### config.mk
export PLATFORM = sky130hd
export DESIGN_NAME = nco_cfg_loader_flat
export DESIGN_NICKNAME = d
export VERILOG_FILES = /design/src/rtl/nco_cfg_pkg.sv /design/src/rtl/nco_cfg_loader_if.sv /design/src/rtl/nco_cfg_chreg.sv /design/src/rtl/nco_cfg_loader.sv /design/src/flat_wrapper.sv
export SDC_FILE = /design/constraint.sdc
export NUM_CORES = 2
export LEC_CHECK = 0
export CAP_MARGIN = 10
export CORE_MARGIN = 4
export CORE_UTILIZATION = 45
export DETAILED_ROUTE_END_ITERATION = 16
export HOLD_SLACK_MARGIN = 0.05
export PLACE_DENSITY = 0.67
export SYNTH_ARGS = -nofsm -noshare
export SYNTH_HDL_FRONTEND = slang
export SYNTH_SLANG_ARGS = --single-unit
### constraint.sdc
create_clock -name clk -period 61.5 [get_ports clk]
set_input_delay 9.225 -clock clk [delete_from_list [all_inputs] [get_ports clk]]
set_output_delay 9.225 -clock clk [all_outputs]
set_load 0.01 [all_outputs]
### src/rtl/nco_cfg_pkg.sv
// Shared constants for the NCO control-word loader.
// Holds the header sync byte and field positions, the parser state encoding,
// the packet timeout and a saturating error-count helper.
package nco_cfg_pkg;

  localparam logic [7:0] SYNC      = 8'hA5;
  localparam int         CH_LSB    = 16;
  localparam int         CH_W      = 3;
  localparam int         DEFER_BIT = 15;

  localparam int             TO_W    = 10;
  localparam logic [TO_W-1:0] TIMEOUT = 10'd1023;

  typedef enum logic [2:0] {
    S_IDLE,
    S_CAR,
    S_COD,
    S_PHA,
    S_COMMIT
  } state_t;

  // Error counter never wraps.
  function automatic logic [7:0] sat_inc(input logic [7:0] v);
    return (v == 8'hFF) ? 8'hFF : v + 8'd1;
  endfunction

endpackage

### src/rtl/nco_cfg_loader_if.sv
// Valid/ready stream carrying 32-bit control words from the USB3 receive FIFO.
//   in_data  : stream word
//   in_valid : in_data valid (master)
//   in_ready : word accepted when in_valid & in_ready (slave)
interface nco_cfg_loader_if;
  logic [31:0] in_data;
  logic        in_valid;
  logic        in_ready;

  modport master (output in_data, in_valid, input in_ready);
  modport slave  (input in_data, in_valid, output in_ready);
endinterface

### src/rtl/nco_cfg_chreg.sv
// One NCO channel's register set: shadow words, active (output) words and the
// deferred-update pending flag.
//   wr_shadow : load shadow from *_in; pending <= defer
//   wr_direct : copy shadow -> active (immediate update, one cycle after wr_shadow)
//   apply     : epoch strobe; copies shadow -> active if pending
//   car/cod/pha, pending, upd : registered outputs
module nco_cfg_chreg #(
  parameter int DW = 28
) (
  input  logic          clk,
  input  logic          rst,
  input  logic          wr_shadow,
  input  logic          defer,
  input  logic          wr_direct,
  input  logic          apply,
  input  logic [DW-1:0] car_in,
  input  logic [DW-1:0] cod_in,
  input  logic [DW-1:0] pha_in,
  output logic [DW-1:0] car,
  output logic [DW-1:0] cod,
  output logic [DW-1:0] pha,
  output logic          pending,
  output logic          upd
);

  logic [DW-1:0] sh_car, sh_cod, sh_pha;

  // Statement order sets priority: apply reads the old shadow, and a shadow
  // write in the same cycle re-arms pending so a coincident deferred commit
  // waits for the next strobe. An immediate write clears pending.
  always_ff @(posedge clk or posedge rst) begin
    if (rst) begin
      sh_car  <= '0;
      sh_cod  <= '0;
      sh_pha  <= '0;
      car     <= '0;
      cod     <= '0;
      pha     <= '0;
      pending <= 1'b0;
      upd     <= 1'b0;
    end else begin
      upd <= 1'b0;
      if (apply && pending) begin
        car     <= sh_car;
        cod     <= sh_cod;
        pha     <= sh_pha;
        pending <= 1'b0;
        upd     <= 1'b1;
      end
      if (wr_direct) begin
        car <= sh_car;
        cod <= sh_cod;
        pha <= sh_pha;
        upd <= 1'b1;
      end
      if (wr_shadow) begin
        sh_car  <= car_in;
        sh_cod  <= cod_in;
        sh_pha  <= pha_in;
        pending <= defer;
      end
    end
  end

endmodule

### src/rtl/nco_cfg_loader.sv
// Parses header + 3 payload words from the control stream and loads the
// per-channel carrier frequency, code frequency and code phase of the NCO bank,
// either immediately or deferred to the next apply_strobe.
//   clk, rst     : clock, async active-high reset
//   s            : control-word stream (slave side)
//   apply_strobe : epoch pulse committing all pending channels
//   fre_carrier, fre_1023k, pha_1023k : ch k at [k*DW +: DW]
//   upd          : per-channel 1-cycle pulse when active words change
//   pending      : per-channel deferred update held
//   err_cnt      : saturating count of dropped/aborted packets
module nco_cfg_loader
  import nco_cfg_pkg::*;
#(
  parameter int NUM_CH = 8,
  parameter int DW     = 28
) (
  input  logic                 clk,
  input  logic                 rst,
  nco_cfg_loader_if.slave      s,
  input  logic                 apply_strobe,
  output logic [NUM_CH*DW-1:0] fre_carrier,
  output logic [NUM_CH*DW-1:0] fre_1023k,
  output logic [NUM_CH*DW-1:0] pha_1023k,
  output logic [NUM_CH-1:0]    upd,
  output logic [NUM_CH-1:0]    pending,
  output logic [7:0]           err_cnt
);

  state_t          state;
  logic            in_ready_q;
  logic [CH_W-1:0] st_ch;
  logic            st_defer;
  logic [DW-1:0]   st_car, st_cod, st_pha;
  logic [TO_W-1:0] to_cnt;
  logic [NUM_CH-1:0] ch_sel, wr_shadow, direct_q;
  logic            accept;

  assign s.in_ready = in_ready_q;
  assign accept     = s.in_valid & in_ready_q;

  always_comb begin
    ch_sel        = '0;
    ch_sel[st_ch] = 1'b1;
  end

  // Staging regs shield the shadow from partial packets; the shadow is only
  // written during COMMIT.
  assign wr_shadow = (state == S_COMMIT) ? ch_sel : '0;

  always_ff @(posedge clk or posedge rst) begin
    if (rst) begin
      state      <= S_IDLE;
      in_ready_q <= 1'b1;
      st_ch      <= '0;
      st_defer   <= 1'b0;
      st_car     <= '0;
      st_cod     <= '0;
      st_pha     <= '0;
      to_cnt     <= '0;
      err_cnt    <= '0;
      direct_q   <= '0;
    end else begin
      // Immediate updates copy shadow->active the cycle after COMMIT.
      direct_q <= (state == S_COMMIT && !st_defer) ? ch_sel : '0;
      case (state)
        S_IDLE: begin
          if (accept) begin
            if (s.in_data[31:24] == SYNC) begin
              st_ch    <= s.in_data[CH_LSB +: CH_W];
              st_defer <= s.in_data[DEFER_BIT];
              to_cnt   <= '0;
              state    <= S_CAR;
            end else begin
              err_cnt <= sat_inc(err_cnt);
            end
          end
        end
        S_CAR, S_COD, S_PHA: begin
          if (accept) begin
            to_cnt <= '0;
            case (state)
              S_CAR:   begin st_car <= s.in_data[DW-1:0]; state <= S_COD; end
              S_COD:   begin st_cod <= s.in_data[DW-1:0]; state <= S_PHA; end
              default: begin
                st_pha     <= s.in_data[DW-1:0];
                state      <= S_COMMIT;
                in_ready_q <= 1'b0;
              end
            endcase
          end else if (to_cnt == TIMEOUT - 1'b1) begin
            to_cnt  <= '0;
            err_cnt <= sat_inc(err_cnt);
            state   <= S_IDLE;
          end else begin
            to_cnt <= to_cnt + 1'b1;
          end
        end
        default: begin
          state      <= S_IDLE;
          in_ready_q <= 1'b1;
        end
      endcase
    end
  end

  for (genvar k = 0; k < NUM_CH; k++) begin : g_ch
    nco_cfg_chreg #(.DW(DW)) u_ch (
      .clk       (clk),
      .rst       (rst),
      .wr_shadow (wr_shadow[k]),
      .defer     (st_defer),
      .wr_direct (direct_q[k]),
      .apply     (apply_strobe),
      .car_in    (st_car),
      .cod_in    (st_cod),
      .pha_in    (st_pha),
      .car       (fre_carrier[k*DW +: DW]),
      .cod       (fre_1023k[k*DW +: DW]),
      .pha       (pha_1023k[k*DW +: DW]),
      .pending   (pending[k]),
      .upd       (upd[k])
    );
  end

endmodule

### src/flat_wrapper.sv
// flat-port wrapper written by rule: the top's interface ports become plain ports
module nco_cfg_loader_flat import nco_cfg_pkg::*;
#(
  parameter int NUM_CH = 8,
  parameter int DW     = 28
)
  (clk, rst, apply_strobe, fre_carrier, fre_1023k, pha_1023k, upd, pending, err_cnt, s_in_data, s_in_valid, s_in_ready);
  nco_cfg_loader_if s_i ();
  input  logic clk;
  input  logic rst;
  input  logic apply_strobe;
  output logic [NUM_CH*DW-1:0] fre_carrier;
  output logic [NUM_CH*DW-1:0] fre_1023k;
  output logic [NUM_CH*DW-1:0] pha_1023k;
  output logic [NUM_CH-1:0] upd;
  output logic [NUM_CH-1:0] pending;
  output logic [7:0] err_cnt;
  input wire logic [$bits(s_i.in_data)-1:0] s_in_data;
  input wire logic [$bits(s_i.in_valid)-1:0] s_in_valid;
  output wire logic [$bits(s_i.in_ready)-1:0] s_in_ready;
  assign s_i.in_data = s_in_data;
  assign s_i.in_valid = s_in_valid;
  assign s_in_ready = s_i.in_ready;
  nco_cfg_loader #(.NUM_CH(NUM_CH), .DW(DW)) u_core (.clk(clk), .rst(rst), .s(s_i), .apply_strobe(apply_strobe), .fre_carrier(fre_carrier), .fre_1023k(fre_1023k), .pha_1023k(pha_1023k), .upd(upd), .pending(pending), .err_cnt(err_cnt));
endmodule
# Yosys cells after proc, flatten, opt, wreduce, memory -nomap -nowiden
# Index checks and enable logic that the tools add are counted.
# totals
reg_bits	1478
latchBits	0
ramBits	0
rom_bits	0
in_bits	36
output_inout_bits	697
elab_cells	239
memories	0
# classes
addsub	2
mul	0
div	0
n_lt_le_gt_ge	2
n_eq_ne	15
shifts	0
mux	104
bitwise_logic	3
reduce_logical	39
# op_table
op	n
28-bit two-way mux	48
8-bit two-way mux	7
10-bit two-way mux	4
1-bit two-way mux	35
2-bit nonzero test	17
3-bit AND reduction	7
10-bit one-hot mux with 2 select lines	1
8-bit equality test (second input constant)	2
8-bit one-hot mux with 2 select lines	1
3-bit two-way mux	4
3-bit one-hot mux with 2 select lines	2
10-bit by 1-bit adder with 10-bit output (second input constant)	1
10-bit equality test (second input constant)	1
1-bit logical AND	10
8-bit by 1-bit adder with 8-bit output (second input constant)	1
2-bit by 1-bit != test with 1-bit output (second input constant)	4
3-bit by 2-bit equality test with 1-bit output (second input constant)	2
2-bit != test (second input constant)	3
5-bit AND reduction	1
3-bit by 4-bit less-than comparator with 1-bit output (second input constant)	1
1-bit demux with 3-bit select	1
3-bit by 1-bit equality test with 1-bit output (second input constant)	1
3-bit equality test (second input constant)	1
3-bit by 1-bit greater-or-equal comparator with 1-bit output (second input constant)	1
8 further kinds	9

# Longest topological paths before layout
# logic_depth
word_depth	6
ltp_mapped	8
depth_no_buf	6

# Modules after synthesis
# Synthesis repeated with hierarchy kept, for this count alone.
# hier_totals
hier_cells	3254
area_unflattened_um2	57545.2
# by_module_without_submodules
mod	n_inst	cells_each	area_each_um2
nco_cfg_chreg	8	363	6578.8
nco_cfg_loader	1	350	4914.7

# Worst setup path after synthesis
# No wires, ideal clock.
# synth_path
path_type	input port to flip-flop
start	input s_in_data[30]
end	register u_core.err_cnt[6]
arrival_time_ps	10391
required_time_ps	61375
path_slack_ps	50984
stages	4
n_path_buf	0
cell_sequence	nand4bb_1 o2111ai_2 a2111oi_0 mux2_2
# synth_via
elab_chain_cells	3
# synth_rtl
element	line	source
from (decl)	flat_wrapper.sv:18	input wire logic [$bits(s_i.in_data)-1:0] s_in_data;
8-bit equality test	nco_cfg_loader.sv:68	if (s.in_data[31:24] == SYNC) begin
2-bit != test (no line)	--	
5-bit AND reduction (no line)	--	
to (signal assigned)	nco_cfg_loader.sv:74	err_cnt <= sat_inc(err_cnt);
to (signal assigned)	nco_cfg_loader.sv:92	err_cnt <= sat_inc(err_cnt);
to (decl)	nco_cfg_loader.sv:26	output logic [7:0] err_cnt
# No other way between the ends.
# A chain may end at the register's enable or synchronous reset.

==> results.py <==
metrics = {
    "drt": {
        "drt_first_pass_iters": 4,
        "antenna_left": 0,
        "wl_per_cell_um": 27.4,
        "num_vias": 30600,
        "drcViolationCount": 0,
        "viasPerCell": 5.33,
        "drtIter0Drc": 1699,
        "finalWirelength_mm": 157,
    },
    "cells_and_area": {
        "fillers": 9679,
        "nets": 4034,
        "area_delta_synth_final_pct": 25.3,
        "final_util_pct": 56.7,
        "design_area_um2": 69000,
        "drive_gt1_share_pct": 41.4,
    },
    "critical_path": {
        "worstPathRequired_ns": 62.30,
        "critPathLaunchType": "input pin",
        "rr_startpoint": "u_core.state[2]",
        "path_max_fanout": 177,
        "end_kind": "async pin",
        "worst_ep_arrival_time_ns": 13.74,
        "path_class": "in2async",
        "startpoint": "rst",
    },
    "yosys": {
        "ys_ff_latch": 1478,
        "synth_warnings": 0,
        "synth_edf_count": 0,
        "synth_cell_type_count": 49,
        "synth_ff_type": "dfrtp_1",
        "synth.avg_cell_area_um2": 16.9,
        "syn_nets": 3288,
        "synthCells": 3249,
        "ys_seq_area_share_pct": 67.2,
        "synth-async-reset-ratio_pct": 100,
        "synth_area_um2": 55100,
    },
    "global_route": {
        "track_usage_pct": 24.4,
        "busiest_layer": "met2",
        "met2_usage_pct": 39.5,
        "antenna_found_initial": 22,
        "grt_overflow": 0,
        "grt_use_met1_pct": 33.1,
        "grt_pass1_wl_mm": 226,
        "met3_usage_pct": 4.55,
        "grt_max_degree": 194,
        "grt_pass1_vias": 31700,
    },
    "sta": {
        "hold_viol_final": 0,
        "setup_viol": 0,
        "finalCritPeriodShare_pct": 21.0,
        "worst_slew_pin_slew_ns": 1.12,
        "finalSetupTns_ns": 0,
        "relSlewSlack_pct": 25.0,
        "grt_setup_unrepaired": "false",
        "drv_slew": 0,
        "skew_ns": 0.0244,
        "fmax_ghz": 0.0773,
        "timing.final.crit_period_ns": 12.94,
    },
    "floorplanning": {
        "io_pins": 733,
        "die_w_um": 358,
        "start_util_pct": 45.2,
        "coreArea_um2": 122000,
        "die-area_um2": 128000,
        "chipHeight_um": 358,
        "placementRows": 128,
    },
    "clock_tree": {
        "clkLatencyLatePin_ns": 0.76,
        "ctsHoldBuffers": 0,
        "cts_sinks": 1478,
        "cts_tree": "built",
        "clk_pin_slew_worst_paths_ns": 0.06,
        "post_cts_resized": 0,
        "htree_levels": 4,
        "clock-root-buffer": "clkbuf_16",
        "numCtsBuffers": 154,
        "post-cts-setup-buffers": 0,
        "clockBufferDepth": 3,
    },
    "power_and_ir_drop": {
        "ir_worst_vdd_mv": 0.0256,
        "total_power_w": 0.00194,
        "p_leak_nw": 34.7,
        "power_density_nw_per_um2": 28.1,
    },
    "status": {
        "outcome": "finished clean",
    },
    "worst_hold_path": {
        "hp-class": "reg2reg",
        "min_from": "u_core.g_ch[7].u_ch.sh_pha[19]",
    },
    "placed_design": {
        "place_area_um2": 64000,
        "dpl.hpwl_mm": 103,
        "io_buffers": 732,
        "gp_congestion": 0.783,
    },
    "flow_run": {
        "cap_violations": 0,
    },
}
-- synth_stat cells, types with 2 or more instances --
| cell | instances | area share [%] |
|---|---|---|
| a2111oi_0 | 2 | 0.032 |
| a211oi_1 | 2 | 0.027 |
| a21o_1 | 2 | 0.027 |
| a21oi_1 | 11 | 0.10 |
| and2_1 | 2 | 0.023 |
| and3_1 | 9 | 0.10 |
| and4_1 | 4 | 0.064 |
| buf_1 | 15 | 0.10 |
| buf_2 | 103 | 0.94 |
| buf_4 | 23 | 0.31 |
| buf_6 | 3 | 0.061 |
| clkbuf_1 | 34 | 0.23 |
| dfrtp_1 | 1477 | 67 |
| ha_1 | 3 | 0.068 |
| inv_1 | 14 | 0.095 |
| mux2_1 | 36 | 0.74 |
| mux2_2 | 1404 | 29 |
| mux2i_1 | 2 | 0.036 |
| nand2_1 | 21 | 0.14 |
| nand2b_1 | 5 | 0.057 |
| nand3_1 | 7 | 0.064 |
| nand3b_1 | 7 | 0.095 |
| nand4bb_1 | 3 | 0.061 |
| nor2_1 | 14 | 0.095 |
| nor2b_1 | 3 | 0.034 |
| nor3_1 | 2 | 0.018 |
| nor3b_1 | 4 | 0.055 |
| o21a_1 | 4 | 0.055 |
| o21ai_0 | 8 | 0.073 |
| o22ai_1 | 2 | 0.023 |
| o311ai_0 | 4 | 0.064 |
| o31ai_1 | 2 | 0.027 |
-- logic make-up after synthesis --
family	count (synthesis)	synth area share, %
flip-flops	1478	67.2
multiplexers	1442	29.5
buffers and inverters	192	1.74
AND/OR/NAND/NOR	89	0.966
AO/OA/AOI/OAI	45	0.575
adder cells (fa/ha/maj)	3	0.0682
-- per-stage QoR --
step	std cells	setup slack (ns)	hold slack, ns
after global placement	5464	47.67	0.463
after floorplan	3249	10.59	0.454
after detailed placement	5464	47.60	0.471
after global routing	5732	47.88	0.499
after CTS	5731	48.42	0.484
final	5743	48.56	0.480
-- per-layer routing --
layer	wire length, um	share of wire [%]
met4	6010	3.8
met5	11	0.0070
met3	8140	5.2
met2	75200	48
met1	67800	43
-- critical path, cell delays in order --
cell	delay (ns)
clkdlybuf4s50_1	0.49
inv_8	0.67
buf_4	0.69
buf_12	0.73
buf_4	0.87
buf_4	0.74
-- report_power, final --
group	switching, W	internal (W)
registers	0.0000144	0.000978
logic	0.0000289	0.0000135
clock network	0.000383	0.000521
total	0.000427	0.00151
-- state kept, by name (all words and copies together), names as in the netlist, 28 cells and up --
signal	count
u_core.g_ch.u_ch.sh_cod	224
u_core.g_ch.u_ch.sh_pha	224
u_core.g_ch.u_ch.cod	224
u_core.g_ch.u_ch.car	224
u_core.st_cod	28
u_core.g_ch.u_ch.sh_car	224
u_core.g_ch.u_ch.pha	224
u_core.st_pha	28
u_core.st_car	28
-- final timing paths --
| check | to | slack [ns] | cells past startpoint |
|---|---|---|---|
| hold / removal | u_core.g_ch[7].u_ch.sh_pha[19] | 0.48 | 1 |
| setup / recovery | u_core.g_ch[6].u_ch.cod[7] | 48.56 | 6 |
| hold reg to reg | u_core.g_ch[7].u_ch.sh_pha[19] | 0.48 | 1 |
| setup reg to reg | u_core.g_ch[6].u_ch.sh_cod[9] | 58.06 | 4 |
| min in group asynchronous | u_core.g_ch[0].u_ch.pha[24] | 9.10 | 2 |
| max in group clk | u_core.g_ch[6].u_ch.car[21] | 49.45 | 5 |
-- final cells by class --
class                   count  area, um2  area share, %
flip-flops and latches   1478      37000           53.6
multi-input cells        1579      17300           25.1
repair buffers            768       7660           11.1
clock buffers             223       4490           6.51
well taps                1625       2030           2.95
clock inverters            44        435          0.631
inverters                  14       60.1         0.0871
diodes                     12       30.0         0.0435
-- cell usage in the layout (no fill, tap or decap), drive strengths merged, types with 4 or more instances in the layout --
cell	synthesis	final
dfrtp	1477	1477
mux2	1440	1440
clkdlybuf4s50	0	732
clkbuf	34	223
buf	144	36
clkinv	0	30
inv	14	22
nand2	21	21
nor2	15	15
diode	0	12
a21oi	11	11
o21ai	9	9
and3	9	9
nand3b	7	7
nand3	7	7
nand2b	5	5
and4	4	4
nor3b	4	4
o311ai	4	4
o21a	4	4
(Power assumes the default switching activity.)
